### src/rtl/serial_rx_msb.sv
// serial_rx_msb -- MSB-first asynchronous serial receiver.
//
// Receives frames of: start bit (0), DW data bits MSB first, stop bit (1).
// Each bit lasts CLKS_PER_BIT clk cycles. The line is idle high.
//
// Parameters:
//   DW            data word width in bits (>= 2)
//   CLKS_PER_BIT  clk cycles per serial bit (>= 2)
//
// Ports:
//   clk        clock, all state updates on its rising edge
//   reset      asynchronous, active-low reset
//   enb        enable; when low the FSM, counters and shift register hold
//   sin        serial input line (asynchronous to clk)
//   data_out   last correctly framed word
//   valid      one-cycle pulse when data_out has been updated
//   frame_err  one-cycle pulse when the stop bit read 0
//   busy       high whenever the FSM is not idle
module serial_rx_msb #(
    parameter int DW           = 9,
    parameter int CLKS_PER_BIT = 4
) (
    input  logic          clk,
    input  logic          reset,
    input  logic          enb,
    input  logic          sin,
    output logic [DW-1:0] data_out,
    output logic          valid,
    output logic          frame_err,
    output logic          busy
);

    localparam int CNT_W = $clog2(CLKS_PER_BIT);
    localparam int IDX_W = $clog2(DW + 1);

    // Start bit is re-checked half a bit in; data/stop bits at the end of
    // each full bit period measured from that mid-start point.
    localparam logic [CNT_W-1:0] CNT_HALF = CNT_W'(CLKS_PER_BIT / 2 - 1);
    localparam logic [CNT_W-1:0] CNT_LAST = CNT_W'(CLKS_PER_BIT - 1);
    localparam logic [IDX_W-1:0] IDX_LAST = IDX_W'(DW - 1);

    typedef enum logic [1:0] {
        IDLE,
        START,
        DATA,
        STOP
    } state_t;

    state_t           state_q, state_d;
    logic [CNT_W-1:0] cnt_q, cnt_d;
    logic [IDX_W-1:0] idx_q, idx_d;
    logic [DW-1:0]    sr_q, sr_d;
    logic [DW-1:0]    data_out_q, data_out_d;
    logic             valid_q, valid_d;
    logic             frame_err_q, frame_err_d;

    // Two-flop synchronizer; runs every cycle so sin_s stays current even
    // while enb is low. Resets to the idle line level.
    logic sin_meta_q;
    logic sin_s_q;

    always_comb begin
        // NOTE: every _d gets its hold value first, so no path through the
        // case leaves a signal unassigned and no latch is inferred.
        state_d     = state_q;
        cnt_d       = cnt_q;
        idx_d       = idx_q;
        sr_d        = sr_q;
        data_out_d  = data_out_q;
        // Pulses drop on the next edge whether or not enb is high.
        valid_d     = 1'b0;
        frame_err_d = 1'b0;

        if (enb) begin
            unique case (state_q)
                IDLE: begin
                    if (!sin_s_q) begin
                        state_d = START;
                        cnt_d   = '0;
                    end
                end

                START: begin
                    if (cnt_q == CNT_HALF) begin
                        cnt_d = '0;
                        if (!sin_s_q) begin
                            state_d = DATA;
                            idx_d   = '0;
                        end else begin
                            // Line went back high: glitch, not a start bit.
                            state_d = IDLE;
                        end
                    end else begin
                        cnt_d = cnt_q + 1'b1;
                    end
                end

                DATA: begin
                    if (cnt_q == CNT_LAST) begin
                        sr_d  = {sr_q[DW-2:0], sin_s_q};
                        cnt_d = '0;
                        idx_d = idx_q + 1'b1;
                        if (idx_q == IDX_LAST) begin
                            state_d = STOP;
                        end
                    end else begin
                        cnt_d = cnt_q + 1'b1;
                    end
                end

                STOP: begin
                    if (cnt_q == CNT_LAST) begin
                        if (sin_s_q) begin
                            data_out_d = sr_q;
                            valid_d    = 1'b1;
                        end else begin
                            frame_err_d = 1'b1;
                        end
                        cnt_d   = '0;
                        state_d = IDLE;
                    end else begin
                        cnt_d = cnt_q + 1'b1;
                    end
                end

                default: state_d = IDLE;
            endcase
        end
    end

    // NOTE: non-blocking assignments here so every flop updates from the
    // same pre-edge values, independent of statement order.
    always_ff @(posedge clk or negedge reset) begin
        if (!reset) begin
            sin_meta_q  <= 1'b1;
            sin_s_q     <= 1'b1;
            state_q     <= IDLE;
            cnt_q       <= '0;
            idx_q       <= '0;
            sr_q        <= '0;
            data_out_q  <= '0;
            valid_q     <= 1'b0;
            frame_err_q <= 1'b0;
        end else begin
            sin_meta_q  <= sin;
            sin_s_q     <= sin_meta_q;
            state_q     <= state_d;
            cnt_q       <= cnt_d;
            idx_q       <= idx_d;
            sr_q        <= sr_d;
            data_out_q  <= data_out_d;
            valid_q     <= valid_d;
            frame_err_q <= frame_err_d;
        end
    end

    assign data_out  = data_out_q;
    assign valid     = valid_q;
    assign frame_err = frame_err_q;
    assign busy      = (state_q != IDLE);

endmodule
### config.mk
export PLATFORM = sky130hd
export DESIGN_NAME = serial_rx_msb
export DESIGN_NICKNAME = d
export VERILOG_FILES = /design/src/rtl/serial_rx_msb.sv
export SDC_FILE = /design/constraint.sdc
export NUM_CORES = 1
export LEC_CHECK = 0
export BUFFER_PORTS_ARGS = -buffer_cell sky130_fd_sc_hd__buf_2
export CORE_ASPECT_RATIO = 1.2
export CORE_MARGIN = 3
export CORE_UTILIZATION = 60
export DETAILED_ROUTE_END_ITERATION = 8
export HOLD_SLACK_MARGIN = 0.05
export PLACE_DENSITY = 0.83
export SYNTH_ARGS = -nofsm -noshare
export SYNTH_HDL_FRONTEND = slang
export SYNTH_SLANG_ARGS = --single-unit
### constraint.sdc
create_clock -name clk -period 3.7 [get_ports clk]
set_input_delay 0.37 -clock clk [delete_from_list [all_inputs] [get_ports clk]]
set_output_delay 0.37 -clock clk [all_outputs]
set_load 0.02 [all_outputs]
* Word level (Yosys, flattened, before mapping) *
Cells that the tools add are included.

operators by class
  equal/unequal tests = 12
  reductions and logical operators = 9
  add/sub/neg operators = 2
  mux-type cells = 23

operators with widths
  kind                 count
  $mux 2               9
  $mux 4               3
  $ne 2x2->1 const B   6
  $mux 1               8
  $pmux 2 s4           1
  $pmux 4 s2           1
  $eq 2x2->1 const B   3
  $pmux 2 s3           1
  $reduce_and 6->1     1
  $reduce_and 5->1     1
  $add 4x1->4 const B  1
  $eq 2x1->1 const B   2
  $eq 4x4->1 const B   1
  $reduce_and 4->1     1
  $reduce_bool 2->1    2
  $reduce_and 3->1     1
  $add 2x1->2 const B  1
  $logic_not 2->1      1
  $reduce_and 2->1     1
  $reduce_or 2->1      1

storage, ports and cells
  word-level logic and storage cells = 55
  register bits = 30
  output and inout port bits = 12
  input bits = 4

* Logic depth before layout (Yosys ltp) *
  depth in word-level cells = 4
  mapped depth = 5
  gate-level depth less buffers = 5

* Worst setup path before layout *
OpenSTA, ideal clock, no wires.

  path kind = register to register
  start = register cnt_q[0]
  end = register sr_q[0]
  setup slack = 2.272 ns
  arrival time = 1.303 ns
  buffers on the path = 1
  cell stages (with the launch flop) = 6
  required time = 3.575 ns
  clock period less this slack = 1.428 ns
  setup time = 0.125 ns
  path through = dfrtp_1 ha_1 and2_4 nand2_2 buf_6 mux2_4

on the way
  word-level cells in the longest chain between the ends = 2

RTL lines
  element                            RTL line  text
  start: declaration                 50        logic [CNT_W-1:0] cnt_q, cnt_d;
  start signal: assignment           148       cnt_q <= cnt_d;
  $eq 2x2->1                         99        if (cnt_q == CNT_LAST) begin
  $reduce_and 3->1 (no source line)  --
  end signal: assignment             150       sr_q <= sr_d;
  end: declaration                   52        logic [DW-1:0] sr_q, sr_d;

Every way passes these cells.
A chain may end at the register's enable or synchronous reset.

* Final worst setup path *
  start = register cnt_q[0]
  end = register sr_q[6]

Same word-level chain as after synthesis.

==> results.md <==
* Status: finished, final reports clean
* CTS tree: yes
* Layout cells sized above 1 at 38.71%
* Most frequent cell after synthesis: dfrtp_1
* Peak supply drop at 0.4648 mV
* CP endpoint kind: register
* PD cells at 556.1 nW/um^2
* Final RePlAce weighted congestion at 0.8103
* Area fraction of the dominant cell type after synthesis at 49.96%
* Core box area at 2140 um^2
* HPWL after DPL at 1477 um
* Fillers at 142
* Avg WL per Cell at 13.58 um
* Clk root buf: clkbuf_4
* Largest net degree at the start of global routing at 31
* Initial antenna violation count at 0
* Maximum clock frequency at 627.6 MHz
* Clock Sinks at 30
* Top post-synthesis cells by area: dfrtp_1 (50%), mux2_2 (8.8%), mux2_4 (8.6%)
* Worst slew margin at 57.93%
* Count of cell types in the netlist at 30
* Final Worst Setup Slack at 2.107 ns
* Slowest stage delay, CP at 0.41 ns
* Synthesized area at 1403 um^2
* Register area at 753.2 um^2
* Area growth, synth to finish at 11.77%
* Hold_buf cts at 0
* CP top delay family: simple AND/OR/NAND/NOR gates
* Setup bufs post-CTS at 0
* Die area at 2956 um^2
* CP arrival at 1.80 ns
* Hold Fails Final Rpt at 0
* Num CTS Buffers at 5
* Gr usage total at 16.42%
* Vias in the first global route at 788
* Data required, critical path at 3.90 ns
* CP Max Fanout at 11
* Critical Path, Cell by Cell: ha_1 -> and2_4 -> nand2_2 -> mux2_2
* Critical-path top delay cell: dfrtp_1
* Max_cap viols at 0
* Seq/Total Area, Yosys at 53.70%
* Pleak at 0.8121 nW
* Top cells by count, synth: dfrtp_1 (28), mux2_2 (11), mux2_4 (8)
* Syn. warnings at 0
* Hold Path Class: input pin to asynchronous set/reset pin
* Initial Utilization at 65.56%
* Clk Latency, worst-skew pair at 0.31 ns
* Cells after synthesis at 105
* Clock Skew at 0.008770 ns
* DIE HEIGHT at 58.97 um
* Setup TNS at 0 ns
* Port Buf Inserts at 15
* Final min period at 1.593 ns
* Slew Viols, Final at 0
* Post-synth EDFFs at 0
* Syn_nets at 114
* Setup crit start kind: register
* Worst-path clk slew at 0.09 ns
* Setup CP Type: register to register
* Setup Viol. Count Final at 0
* Final worst-path cycle share at 43.06%
* I/O pins at 16
* Drt pass-1 iters at 4
* Vias per cell at 5.442
* H-tree levels at 2
* Cts repair resizes at 0
* Main synth FF type: dfrtp_1
* Asr flop ratio synth at 100.0%
* Synth Register Bits at 30
* Total grt overflow at 0
* N_diodes at 0
* Syn avg cell area at 13.36 um^2
* Worst-margin pin slew at 0.6310 ns
* Pre-CTS setup slack at 2.115 ns
* Chip Width at 50.14 um
* Max Root-Sink Buffers at 2
* Routed Antenna Nets at 0
* DR iter-0 viols at 20
* Vias post-DR at 838
* # DRC at 0
* Area of the multi-input gates at 590.6 um^2
* Crit path buffers/inverters at 0
* Post-detailed-routing wire length at 2091 um
* Layout net count at 132
* First-pass GRT wire length at 3588 um
* Num rows at 18
* Post-synth top area cell: dfrtp_1
* RSZ-0062 raised after global routing: no
final cells by class:
class	instances	share of cell area, %
flip-flops and latches	30	48.04
multi-input cells	64	37.67
repair buffers	15	4.789
clock buffers	7	3.512
well taps	30	2.394
clock inverters	1	1.915
inverters	7	1.676
final timing paths:
check | from | end | slack (ns) | cells past startpoint
setup / recovery | cnt_q[0]$_DFFE_PN0P_ | sr_q[6]$_DFFE_PN0P_ | 2.11 | 4
hold / removal | reset | data_out[7]$_DFFE_PN0P_ | 0.07 | 1
setup reg to reg | cnt_q[0]$_DFFE_PN0P_ | sr_q[6]$_DFFE_PN0P_ | 2.11 | 4
hold reg to reg | sin_meta_q$_DFF_PN1_ | sin_s_q$_DFF_PN1_ | 0.36 | 0
max in group asynchronous | reset | idx_q[0]$_DFFE_PN0P_ | 3.22 | 1
min in group clk | sin | sin_meta_q$_DFF_PN1_ | 0.15 | 1
routing by layer:
layer	vias to the layer above	GRT usage (%)	part of all wire [%]
met2	23	27.05	51
met4	0	5.929	0.91
met3	2	5.316	4.8
met5	-	0	0
met1	409	20.17	44
li1	404	-	-
cell families (layout without fill, tap and decap cells):
logic type | after synthesis | in the layout | synth area share [%]
buffers and inverters | 11 | 30 | 4.193
DFF | 30 | 30 | 53.70
and+or+nand+nor | 20 | 20 | 10.17
adders and majority gates | 5 | 5 | 4.460
muxes | 24 | 24 | 20.96
AOI/OAI and AO/OA | 15 | 15 | 6.512
power by group:
| group | leakage [nW] | switching [mW] | internal (mW) |
|---|---|---|---|
| Combinational | 0.363 | 0.0922 | 0.0876 |
| Sequential | 0.404 | 0.0591 | 0.366 |
| Clock | 0.0455 | 0.106 | 0.161 |
sequential cells by signal, indices dropped and copies added (netlist names), named ones only:
| signal | count |
|---|---|
| idx_q | 4 |
| state_q | 1 |
| valid | 1 |
| data_out | 9 |
| sr_q | 9 |
| frame_err | 1 |
| sin_s_q | 1 |
| cnt_q | 2 |
| sin_meta_q | 1 |
per-stage QoR:
step,std cells,hold WS (ns),power [mW],area (um^2),util [%]
2_1_floorplan,105,0.07441,0.5709,1403,-
3_3_place_gp,146,0.3470,0.6014,1483,69.30
3_5_place_dp,146,0.3511,0.6107,1483,69.30
4_1_cts,154,0.08012,0.8799,1568,73.27
5_1_grt,154,0.09821,0.9280,1568,73.27
6_report,154,0.06582,0.8718,1568,73.27
worst register-to-register path, cell delays in order (launching register included):
cell	delay (ns)
dfrtp_1	0.41
ha_1	0.26
and2_4	0.20
nand2_2	0.25
mux2_2	0.38
layout by cell type (no fill, tap or decap), types with 2 or more instances in the layout:
| cell | count |
|---|---|
| mux2_2 | 11 |
| a21boi_0 | 2 |
| dfrtp_1 | 28 |
| buf_2 | 15 |
| clkbuf_4 | 5 |
| o21bai_1 | 2 |
| inv_1 | 7 |
| mux2i_1 | 5 |
| dfstp_2 | 2 |
| o21ai_0 | 7 |
| ha_1 | 5 |
| mux2_4 | 8 |
| nand2_1 | 6 |
| a21oi_1 | 2 |
No activity file was read; power rests on OpenSTA's default activity.
